## src/rtl/rob_defs_pkg.sv

```systemverilog
// Shared ROB types: entry payloads, wrap-bit pointer and the control FSM encoding.
package rob_defs;

    localparam int RB_NUM_ENTS = 16;
    localparam int RB_ID_W     = $clog2(RB_NUM_ENTS);

    typedef logic [RB_ID_W-1:0] t_rob_id;
    typedef logic [31:0]        t_rv_reg_data;

    typedef struct packed {
        logic [31:0] pc;
        logic [4:0]  rd;
        logic        rd_vld;
        logic        is_br;
    } t_rob_ent_static;

    typedef struct packed {
        logic    wrap;
        t_rob_id idx;
    } t_rob_ptr;

    typedef enum logic {
        CTL_RUN   = 1'b0,
        CTL_FLUSH = 1'b1
    } t_rob_ctl_fsm;

    function automatic logic [RB_NUM_ENTS-1:0] rob_onehot(input t_rob_id i);
        return {{(RB_NUM_ENTS-1){1'b0}}, 1'b1} << i;
    endfunction

endpackage

```

## src/rtl/rob_ctl_ptr.sv

```systemverilog
// Wrap-bit ROB pointer: counts modulo 2*RB_NUM_ENTS, clear wins over increment.
module rob_ptr
    import rob_defs::*;
(
    input  logic     clk,
    input  logic     i_srst,
    input  logic     i_inc,
    input  logic     i_clr,
    output t_rob_ptr o_ptr
);

    logic [RB_ID_W:0] r_ptr;

    always_ff @(posedge clk) begin
        if (i_srst || i_clr) begin
            r_ptr <= '0;
        end else if (i_inc) begin
            r_ptr <= r_ptr + 1'b1;
        end
    end

    assign o_ptr = r_ptr;

endmodule

```

## src/rtl/rob_ctl.sv

```systemverilog
// ROB sequencer: owns head/tail pointers, alloc/retire strobes and flush recovery.
// Define ROB_CTL_PERF_EN to add saturating retire/flush/full-stall counters.
module rob_ctl
    import rob_defs::*;
(
    input  logic                                clk,
    input  logic                                reset,
    input  logic                                de1_alloc_req,
    input  t_rob_ent_static                     de1_alloc_s,
    output logic                                de1_alloc_rdy,
    output t_rob_id                             de1_alloc_robid,
    output logic [RB_NUM_ENTS-1:0]              e_alloc_de1,
    output t_rob_ent_static                     q_alloc_s_de1,
    input  logic [RB_NUM_ENTS-1:0]              e_valid,
    input  logic [RB_NUM_ENTS-1:0]              e_ready,
    input  logic [RB_NUM_ENTS-1:0]              e_flush_needed,
    input  t_rv_reg_data [RB_NUM_ENTS-1:0]      e_result,
    output logic [RB_NUM_ENTS-1:0]              e_retire_rb1,
    output logic                                q_flush_now_rb1,
    output logic                                rb1_retire_vld,
    output t_rob_id                             rb1_retire_robid,
    output t_rv_reg_data                        rb1_retire_result,
    output logic                                rb1_flush_vld,
    output t_rob_id                             rb1_flush_robid
`ifdef ROB_CTL_PERF_EN
    ,
    output logic [31:0]                         perf_retired,
    output logic [31:0]                         perf_flushes,
    output logic [31:0]                         perf_full_stalls
`endif
);

    t_rob_ptr     w_head;
    t_rob_ptr     w_tail;
    t_rob_ctl_fsm r_fsm;
    t_rob_ctl_fsm w_fsm_next;

    logic w_run;
    logic w_empty;
    logic w_full;
    logic w_head_live;
    logic w_flush;
    logic w_retire;
    logic w_alloc;

    assign w_run   = !reset && (r_fsm == CTL_RUN);
    assign w_empty = (w_head == w_tail);
    assign w_full  = (w_head.idx == w_tail.idx) && (w_head.wrap != w_tail.wrap);

    // A mispredicting head flushes instead of retiring, even if it also reports ready.
    assign w_head_live = w_run && !w_empty && e_valid[w_head.idx];
    assign w_flush     = w_head_live && e_flush_needed[w_head.idx];
    assign w_retire    = w_head_live && e_ready[w_head.idx] && !e_flush_needed[w_head.idx];

    assign de1_alloc_rdy = w_run && !w_full && !w_flush;
    assign w_alloc       = de1_alloc_req && de1_alloc_rdy;

    rob_ptr u_head (
        .clk    (clk),
        .i_srst (reset),
        .i_inc  (w_retire),
        .i_clr  (w_flush),
        .o_ptr  (w_head)
    );

    rob_ptr u_tail (
        .clk    (clk),
        .i_srst (reset),
        .i_inc  (w_alloc),
        .i_clr  (w_flush),
        .o_ptr  (w_tail)
    );

    always_ff @(posedge clk) begin
        if (reset) begin
            r_fsm <= CTL_RUN;
        end else begin
            r_fsm <= w_fsm_next;
        end
    end

    always_comb begin
        w_fsm_next = r_fsm;
        case (r_fsm)
            CTL_RUN:   if (w_flush) w_fsm_next = CTL_FLUSH;
            CTL_FLUSH: w_fsm_next = CTL_RUN;
            default:   w_fsm_next = CTL_RUN;
        endcase
    end

    assign de1_alloc_robid   = w_tail.idx;
    assign e_alloc_de1       = w_alloc ? rob_onehot(w_tail.idx) : '0;
    assign q_alloc_s_de1     = de1_alloc_s;
    assign e_retire_rb1      = w_retire ? rob_onehot(w_head.idx) : '0;
    assign q_flush_now_rb1   = w_flush;
    assign rb1_retire_vld    = w_retire;
    assign rb1_retire_robid  = w_retire ? w_head.idx : '0;
    assign rb1_retire_result = w_retire ? e_result[w_head.idx] : '0;
    assign rb1_flush_vld     = w_flush;
    assign rb1_flush_robid   = w_flush ? w_head.idx : '0;

`ifdef ROB_CTL_PERF_EN
    logic [31:0] r_perf_retired;
    logic [31:0] r_perf_flushes;
    logic [31:0] r_perf_full_stalls;

    always_ff @(posedge clk) begin
        if (reset) begin
            r_perf_retired     <= '0;
            r_perf_flushes     <= '0;
            r_perf_full_stalls <= '0;
        end else begin
            if (w_retire && !(&r_perf_retired))
                r_perf_retired <= r_perf_retired + 32'd1;
            if (w_flush && !(&r_perf_flushes))
                r_perf_flushes <= r_perf_flushes + 32'd1;
            if (de1_alloc_req && w_full && !(&r_perf_full_stalls))
                r_perf_full_stalls <= r_perf_full_stalls + 32'd1;
        end
    end

    assign perf_retired     = r_perf_retired;
    assign perf_flushes     = r_perf_flushes;
    assign perf_full_stalls = r_perf_full_stalls;
`endif

endmodule
```

## config.mk

```make
export PLATFORM = sky130hd
export DESIGN_NAME = rob_ctl
export DESIGN_NICKNAME = d
export VERILOG_FILES = /design/src/rtl/rob_defs_pkg.sv /design/src/rtl/rob_ctl_ptr.sv /design/src/rtl/rob_ctl.sv
export SDC_FILE = /design/constraint.sdc
export NUM_CORES = 1
export LEC_CHECK = 0
export ABC_AREA = 1
export CORE_AREA = 4 4 276 278
export DETAILED_ROUTE_END_ITERATION = 10
export DIE_AREA = 0 0 280 282
export GPL_ROUTABILITY_DRIVEN = 0
export HOLD_SLACK_MARGIN = 0.02
export MAX_ROUTING_LAYER = met4
export SYNTH_ARGS = -nofsm -noshare
export SYNTH_HDL_FRONTEND = slang
export SYNTH_SLANG_ARGS = --single-unit
```

## constraint.sdc

```tcl
create_clock -name clk -period 2.15 [get_ports clk]
set_input_delay 0.3225 -clock clk [delete_from_list [all_inputs] [get_ports clk]]
set_output_delay 0.3225 -clock clk [all_outputs]
set_load 0.03 [all_outputs]
```

==> summary.md <==
| Metric | Value |
|---|---|
| Antenna violations before repair | `10` |
| Worst Path Required | `roughly 1800 ps` |
| PortBufs | `between 600 and 700` |
| RR Startpoint | `u_head.o_ptr[0]` |
| Gr usage total | `0.158` |
| CTS tree | `yes` |
| Lkg Pwr | `a little over 0.007 uW` |
| Iter 0 DRT Violations | `slightly above 600` |
| Initial core utilization | `0.0880` |
| Final Power | `4040 uW` |
| Area delta synth->final | `173%` |
| Clock share of power | `0.087` |
| Final setup viols | `84` |
| Ports | `between 700 and 800` |
| CTS Sinks | `11` |
| CP Max Fanout | `8` |
| Post-Syn Area | `6510 um^2` |
| Via density per instance | `4.04` |
| Final number of max-transition violations | `0` |
| First-pass GRT wire length | `between 80000 and 90000 um` |
| R2R Setup Slk | `-230 ps` |
| Startpoint Class | `flip-flop` |
| Fmax | `between 300 and 400 MHz` |
| Failing checks | `setup timing` |
| Cell Pwr Density | `approximately 230 nW/um^2` |
| Post-Route WL | `65900 um` |
| Sequential power share | `0.056` |
| Worst-margin pin slew | `between 500 and 600 ps` |
| Fillers | `around 8100` |
| Sw Share | `0.402` |
| Register Area | `approximately 230 um^2` |
| Logic pwr share | `0.858` |
| Max clock buf depth | `2` |
| Crit share post-route | `1.28` |
| HP Class | `flip-flop to flip-flop` |
| Net Switching | `1620 uW` |
| Reg2Reg Depth | `17` |
| Chip height | `roughly 280 um` |
| CTS buffer count | `3` |
| Htree depth | `1` |
| Final Util | `0.241` |
| Hold Crit Start | `u_head.o_ptr[3]` |
| Worst Hold Path Cells | `2` |
| Layout net count | `approximately 2600` |
| CORE AREA | `roughly 74000 um^2` |
| Routed wire per std cell | `between 20 and 25 um` |
| Sequential cell area fraction in the yosys report | `0.0338` |
| Synth warn | `0` |
| Mapped Nets | `approximately 1900` |
| Layout cells sized above 1 | `0.264` |
| CP Capture Type | `primary output` |
| Clock latency at the later pin of the worst-skew pair | `roughly 240 ps` |
| Status | `finished with violations` |
| Largest net degree at the start of global routing | `45` |
| TritonRoute pass-1 iters | `5` |
| Die W | `~280 um` |
| Internal power | `about 2400 uW` |
| Placed cell count | `between 2000 and 3000` |
| DR vias | `between 10000 and 15000` |
| Multi-input gate area | `between 6000 and 7000 um^2` |
| Post-synthesis cell type count | `29` |
| Worst Clk Skew | `~0.66 ps` |
| Post-Synthesis Cells | `approximately 1300` |
| Slew headroom | `0.600` |
| Place WS | `-808 ps` |
| RSZ-0062 raised after global routing | `true` |
| Non-Filler Instances | `~3000` |
| Gr ovfl total | `0` |
| Worst VDD drop | `0.000238 V` |
| Fin crit period | `about 2800 ps` |
| Worst Hold End | `u_head.o_ptr[3]` |
| Final hold vios | `0` |
| Vias in the first global route | `about 12000` |
| #FFs+latches synth | `11` |
| Max Cap Viol | `0` |
| Crit path kind | `flip-flop to primary output` |
| Final worst-path setup slack | `-600 ps` |
| Hpwl dp | `about 53000 um` |
| Clk slew on worst S/H paths | `~40 ps` |
| Post-DRT Antenna Nets | `0` |
| Worst Path Arrival | `about 2400 ps` |
| Site row count | `100` |
| CTS Root Cell | `clkbuf_16` |
| Die ar. | `79000 um^2` |
| Syn Area/Cell | `roughly 5.1 um^2` |
| R2r endpoint | `u_head.o_ptr[2]` |
| Residual DRC | `0` |
## sequential cells by signal (all words and copies together), names as in the netlist
register	count
r_fsm	1
u_head.o_ptr	5
u_tail.o_ptr	5
## worst max-delay path by stage
stage | start | endpoint | cells after the start
floorplan | u_head.o_ptr[0] | rb1_retire_result[28] | 11
global placement | u_head.o_ptr[0] | rb1_retire_result[21] | 9
detailed placement | u_head.o_ptr[0] | rb1_retire_result[21] | 9
CTS | u_head.o_ptr[0] | rb1_retire_result[13] | 16
global route | u_head.o_ptr[0] | e_retire_rb1[15] | 15
finish | u_head.o_ptr[0] | e_retire_rb1[10] | 17
## metal layers
metal	vias up	share of wire	global-route usage
met4	0	0.039	0.0551
met1	5564	0.39	0.178
met3	99	0.080	0.0368
met2	621	0.49	0.275
met5	-	0	-
li1	5845	-	-
## metrics by stage
stage,setup TNS [ps],instance area (um^2),hold WS [ps]
floorplan,-3000,6750,466
global placement,-35530,15300,532
detailed placement,-33920,15300,538
CTS,-38600,17400,546
global route,-47880,17800,567
finish,-39900,17800,546
## Yosys cell counts, drive strengths merged
library cell / instances / area share
nand2: 523 / 0.30
a21oi: 204 / 0.16
buf: 112 / 0.10
nor2: 72 / 0.043
o21ai: 59 / 0.045
a22oi: 56 / 0.065
a32o: 55 / 0.085
clkbuf: 49 / 0.028
nand3: 48 / 0.038
inv: 40 / 0.023
a211oi: 17 / 0.027
o211ai: 15 / 0.017
ha: 12 / 0.023
dfxtp: 11 / 0.034
o311ai: 2 / 0.0027
xnor2: 2 / 0.0027
and2: 1 / 0.0012
nand3b: 1 / 0.0012
nand4: 1 / 0.00096
nor4: 1 / 0.00096
xor2: 1 / 0.0013
## placed cells by master (no fill, tap or decap), types with 17 or more instances in the layout
| cell type | instances |
|---|---|
| a21oi_1 | 200 |
| a22oi_1 | 38 |
| a22oi_2 | 18 |
| a32o_1 | 51 |
| buf_12 | 62 |
| buf_4 | 169 |
| buf_6 | 80 |
| clkdlybuf4s50_1 | 566 |
| inv_1 | 29 |
| nand2_1 | 485 |
| nand2_2 | 26 |
| nand3_1 | 22 |
| nand3_2 | 20 |
| nor2_4 | 50 |
| o21ai_0 | 28 |
| o21ai_1 | 17 |
## layout make-up
type                       count  area share
timing repair buffer         902       0.545
sequential                    11      0.0129
inverter                      40      0.0107
clock buffer                   4     0.00443
antenna                        9     0.00127
tap                          969      0.0681
multi-input combinational   1070       0.358
## timing repair
| item | CTS | global route |
|---|---|---|
| gates resized for setup | 306 | 72 |
| pin swaps | 34 | 31 |
| hold buffers | 0 | 0 |
| setup endpoints to repair | 83 | 86 |
| gates cloned | 14 | 1 |
| buffers inserted | 50 | 18 |
## power by group through the flow
stage          Sequential [uW]  Clock [uW]  Combinational [uW]
2_1_floorplan              227           0                1150
3_3_place_gp               228           0                2950
3_5_place_dp               228           0                2950
4_1_cts                    225         347                3380
5_1_grt                    227         358                3690
6_report                   225         350                3470
## critical path: stages, from the launching register on
cell     delay (ps)
dfxtp_4         390
buf_12          120
buf_12          120
buf_16          140
nand2_2          60
nand3_2          70
nand2_1          50
nand2_1          70
nand2_2          60
inv_2            60
nand2_4          70
nor2_4          170
nand2_8         140
buf_6           150
nor2_4          130
inv_6           110
nor2_4          120
buf_12          130
## kinds of logic after synthesis
group / Yosys count / synth area share
adder cells (fa/ha/maj): 12 / 0.0231
buffers and inverters: 201 / 0.154
AND/OR/NAND/NOR: 647 / 0.387
flip-flops: 11 / 0.0338
XOR/XNOR: 3 / 0.00404
AO/OA/AOI/OAI: 408 / 0.398
Note: power is estimated with default switching activity, not from simulation.
